### src/rtl/tdm_mux_4to1.sv
// Round-robin 4-to-1 time-division multiplexer with per-channel masking,
// programmable dwell per slot, a registered sample output and a frame marker.
module tdm_mux_4to1 #(
    parameter int DWELL = 1,
    parameter int CW    = 4
) (
    input  logic       clk,
    input  logic       rst,
    input  logic       EN,
    input  logic [3:0] MASK,
    input  logic       D0,
    input  logic       D1,
    input  logic       D2,
    input  logic       D3,
    output logic       S1,
    output logic       S0,
    output logic       OUT,
    output logic       VALID,
    output logic       FRAME
);

    typedef enum logic [0:0] {
        IDLE = 1'b0,
        SCAN = 1'b1
    } state_t;

    localparam logic [CW-1:0] LAST_CNT = CW'(DWELL - 1);

    state_t          state_r, state_s;
    logic [1:0]      sel_r, sel_s;
    logic [CW-1:0]   cnt_r, cnt_s;
    logic            out_r, out_s;
    logic            valid_r, valid_s;
    logic            frame_r, frame_s;
    logic [3:0]      d_vec_s;

    function automatic logic [1:0] lowest_enabled(input logic [3:0] mask);
        logic [1:0] idx;
        casez (mask)
            4'b???1: idx = 2'd0;
            4'b??10: idx = 2'd1;
            4'b?100: idx = 2'd2;
            4'b1000: idx = 2'd3;
            default: idx = 2'd0;
        endcase
        return idx;
    endfunction

    // Scan forward from cur; the smallest positive offset wins, offset 4 is cur itself.
    function automatic logic [1:0] next_enabled(input logic [1:0] cur, input logic [3:0] mask);
        logic [1:0] idx;
        logic [1:0] pick;
        pick = cur;
        for (int i = 3; i >= 1; i--) begin
            idx = cur + 2'(i);
            if (mask[idx]) begin
                pick = idx;
            end else begin
                pick = pick;
            end
        end
        return pick;
    endfunction

    assign d_vec_s = {D3, D2, D1, D0};

    // Next-state, slot sequencing and output sample computation.
    always_comb begin
        state_s = state_r;
        sel_s   = sel_r;
        cnt_s   = cnt_r;
        out_s   = out_r;
        valid_s = valid_r;
        frame_s = frame_r;
        case (state_r)
            IDLE: begin
                if (EN && (MASK != 4'b0000)) begin
                    state_s = SCAN;
                    sel_s   = lowest_enabled(MASK);
                    cnt_s   = '0;
                end else begin
                    sel_s   = 2'd0;
                    cnt_s   = '0;
                    valid_s = 1'b0;
                    frame_s = 1'b0;
                end
            end
            SCAN: begin
                if (!EN || (MASK == 4'b0000)) begin
                    state_s = IDLE;
                    sel_s   = 2'd0;
                    cnt_s   = '0;
                    valid_s = 1'b0;
                    frame_s = 1'b0;
                end else begin
                    out_s   = d_vec_s[sel_r];
                    valid_s = 1'b1;
                    frame_s = (sel_r == lowest_enabled(MASK)) && (cnt_r == '0);
                    // The slot always runs its full dwell; MASK only steers the advance.
                    if (cnt_r == LAST_CNT) begin
                        cnt_s = '0;
                        sel_s = next_enabled(sel_r, MASK);
                    end else begin
                        cnt_s = cnt_r + CW'(1);
                    end
                end
            end
            default: begin
                state_s = IDLE;
                sel_s   = 2'd0;
                cnt_s   = '0;
                out_s   = 1'b0;
                valid_s = 1'b0;
                frame_s = 1'b0;
            end
        endcase
    end

    // State and output registers with asynchronous reset.
    always_ff @(posedge clk or posedge rst) begin
        if (rst) begin
            state_r <= IDLE;
            sel_r   <= 2'd0;
            cnt_r   <= '0;
            out_r   <= 1'b0;
            valid_r <= 1'b0;
            frame_r <= 1'b0;
        end else begin
            state_r <= state_s;
            sel_r   <= sel_s;
            cnt_r   <= cnt_s;
            out_r   <= out_s;
            valid_r <= valid_s;
            frame_r <= frame_s;
        end
    end

    assign S1    = sel_r[1];
    assign S0    = sel_r[0];
    assign OUT   = out_r;
    assign VALID = valid_r;
    assign FRAME = frame_r;

endmodule
### config.mk
export PLATFORM = sky130hd
export DESIGN_NAME = tdm_mux_4to1
export DESIGN_NICKNAME = d
export VERILOG_FILES = /design/src/rtl/tdm_mux_4to1.sv
export SDC_FILE = /design/constraint.sdc
export NUM_CORES = 1
export LEC_CHECK = 0
export CELL_PAD_IN_SITES_DETAIL_PLACEMENT = 0
export CELL_PAD_IN_SITES_GLOBAL_PLACEMENT = 1
export CORE_UTILIZATION = 36
export DETAILED_ROUTE_END_ITERATION = 12
export PLACE_DENSITY = 0.73
export SETUP_SLACK_MARGIN = 0.1
export SLEW_MARGIN = 20
export SYNTH_ARGS = -nofsm -noshare
export SYNTH_HDL_FRONTEND = slang
export SYNTH_SLANG_ARGS = --single-unit
### constraint.sdc
create_clock -name clk -period 1.86 [get_ports clk]
set_input_delay 0.372 -clock clk [delete_from_list [all_inputs] [get_ports clk]]
set_output_delay 0.372 -clock clk [all_outputs]
set_load 0.01 [all_outputs]
==> flow_summary.ini <==
[clocking]
htree_levels = 1
cts_root_buffer = clkbuf_4
holdBufCountCts = 0
cts_sinks = 10
clk_pin_slew_worst_paths_ns = 0.06
cts_buffer_depth = 2
numCtsBuffers = 3
clkLatencyLatePin_ns = 0.25
cts_tree = built

[critical_path]
worstSetupEndpointType = primary output
arrival_ns = 1.30
r2r_cells = 5
regToRegSetupSlack_ns = 0.31
r2r-end = sel_r[0]
timing.rr.start = sel_r[1]
cp_max_fo = 10
worstSetupPathType = register to primary output
critPathRequiredTime_ns = 1.49
crit_path_start_kind = register

[floorplan]
num_rows = 15
core-area_mm2 = 0.00176
initial_utilization_pct = 39.3
dieArea_mm2 = 0.00210
boundaryPins = 16
die-width_um = 45.9
die_height_um = 45.9

[grt]
grt.overflow.total = 0
grt_usage_pct = 16.2
grt_antenna_before_repair = 0
grt_pass1_vias = 542
grt_max_degree = 12
grt_pass1_wl_um = 2350

[drt]
finalWirelength_um = 1460
routedWlPerCell_um = 11.9
drc = 0
via_count = 604
drtPass1Iterations = 4
drt_iter0_drc = 12
vias_per_cell = 4.91
ant_nets = 0

[logic_synthesis]
yosysUniqueCellTypes = 33
synthArstFlopShare_pct = 100
yosysTopAreaCell = dfrtp_1
synth_most_common_cell = dfrtp_1
synth_seq_area_share_pct = 36.1
syn_nets = 80
synth_top_cell_area_share_pct = 36.1
ys_seq_elements = 10
netlist_area_um2 = 693
netlist_top_cells_area = dfrtp_1 36%, mux4_2 6.5%, nand2b_1 4.5%
synthCells = 67
synthFlopType = dfrtp_1
synth_edf_count = 0
syn-mean-instance-area_um2 = 10.3
synth_common_cells = 10 x dfrtp_1, 7 x nor2_1, 5 x inv_1, 5 x nand2b_1
synth_warnings = 0

[power_and_ir_drop]
p_total_uw = 585
peakVddDrop_mv = 0.564
powerDensity_mw_per_mm2 = 585
p_leak_nw = 0.448

[run]
drv_cap = 0

[finish]
layout.nets = 113
nFillCells = 161
drive_gt1_share_pct = 30.6
syn_to_final_growth_pct = 44.4
antennaDiodeCount = 0
fin_cells = 123
post-route-util_pct = 56.7

[timing]
finalSetupViolations = 0
post-route-min-period_ns = 1.68
worstMarginPinSlew_ns = 0.379
skew_ns = 0.00444
whs_ns = 0.390
timing.final.ws_setup_ns = 0.183
finalHoldViolCount = 0
slew-limit-headroom_pct = 74.7
rsz0062_at_grt = no
fmax_mhz = 596
fin_crit_sh_pct = 90.2
drv_slew = 0

[hold_path]
min_path_type = input port to async pin

[placed_design]
dp.cells = 115
port_buffers = 15
dp_slack_ns = -0.243
place_congestion = 0.823
dp_hpwl_um = 1130

[status]
status = finished, final reports clean
[where the power goes]
part,internal [mW],leakage (nW),total (mW),switching (mW)
Clock,0.0742,0.0138,0.139,0.0646
Sequential,0.233,0.131,0.247,0.0140
Combinational,0.121,0.303,0.200,0.0785
[worst max-delay path by stage]
stage,from,endpoint,slack (ns),depth (start not counted)
3_3_place_gp,MASK[1],sel_r[0],-0.20,6
6_report,sel_r[1],S1,0.18,2
3_5_place_dp,MASK[1],sel_r[0],-0.24,6
2_1_floorplan,sel_r[1],sel_r[0],0.25,5
5_1_grt,sel_r[1],S1,0.12,2
4_1_cts,sel_r[0],S0,0.12,1
[routing by layer]
layer / share of wire [%] / wire length [um] / vias to the layer above / global-route usage [%]
met4: 0.96 / 14 / 0 / 3.53
met5: 0 / 0 / - / 0
met3: 5.9 / 87 / 2 / 6.75
li1: - / - / 305 / -
met2: 45 / 652 / 16 / 23.7
met1: 48 / 709 / 281 / 22.3
[flip-flops by register name, indices dropped and copies added, names as in the netlist]
register and count:
cnt_r 4, OUT 1, sel_r 2, state_r 1
FRAME 1, VALID 1
[metrics by stage]
step / setup TNS, ns / area [um^2]
2_1_floorplan: 0 / 693
3_3_place_gp: -0.670 / 933
3_5_place_dp: -0.832 / 933
4_1_cts: 0 / 963
5_1_grt: 0 / 1000
6_report: 0 / 1000
[what timing repair did]
action / 4_1_cts / 5_1_grt
pin swaps: 0 / 0
endpoints found under the setup margin: 5 / 2
gates resized for setup: 7 / 0
buffers inserted: 0 / 5
[cell usage in the layout, fill, tap and decap left out, types with 2 or more instances in the layout]
cell type / n
a21oi_1: 3
buf_4: 15
clkbuf_4: 3
clkdlybuf4s50_1: 11
dfrtp_1: 9
dlygate4sd2_1: 4
ha_1: 2
inv_1: 5
mux2i_1: 2
mux4_2: 2
nand2b_1: 4
nor2_1: 7
nor3_1: 3
o21ai_0: 2
xnor2_1: 3
xor2_1: 2
[critical path, cell delays in order, from the launching register on]
cell	delay [ns]
dfrtp_1	0.36
buf_6	0.15
clkdlybuf4s50_1	0.54
[cell families (layout without fill, tap and decap cells)]
family | Yosys count | count (layout) | share of synthesized area, %
adders and majority gates | 2 | 2 | 3.61
AOI/OAI and AO/OA | 13 | 13 | 15.5
muxes | 5 | 5 | 11.6
DFF | 10 | 10 | 36.1
buffers and inverters | 9 | 40 | 6.68
and+or+nand+nor | 23 | 23 | 20.2
xor gates and xnor gates | 5 | 5 | 6.32
[area by class of cell]
cell class              instances  area (um^2)  share of cell area (%)
repair buffers                 31          269                    26.9
multi-input cells              48          404                    40.4
clock buffers                   3         22.5                    2.25
inverters                       6         22.5                    2.25
flip-flops and latches         10          251                    25.1
well taps                      25         31.3                    3.13
Note: power is estimated with default switching activity, not from simulation.
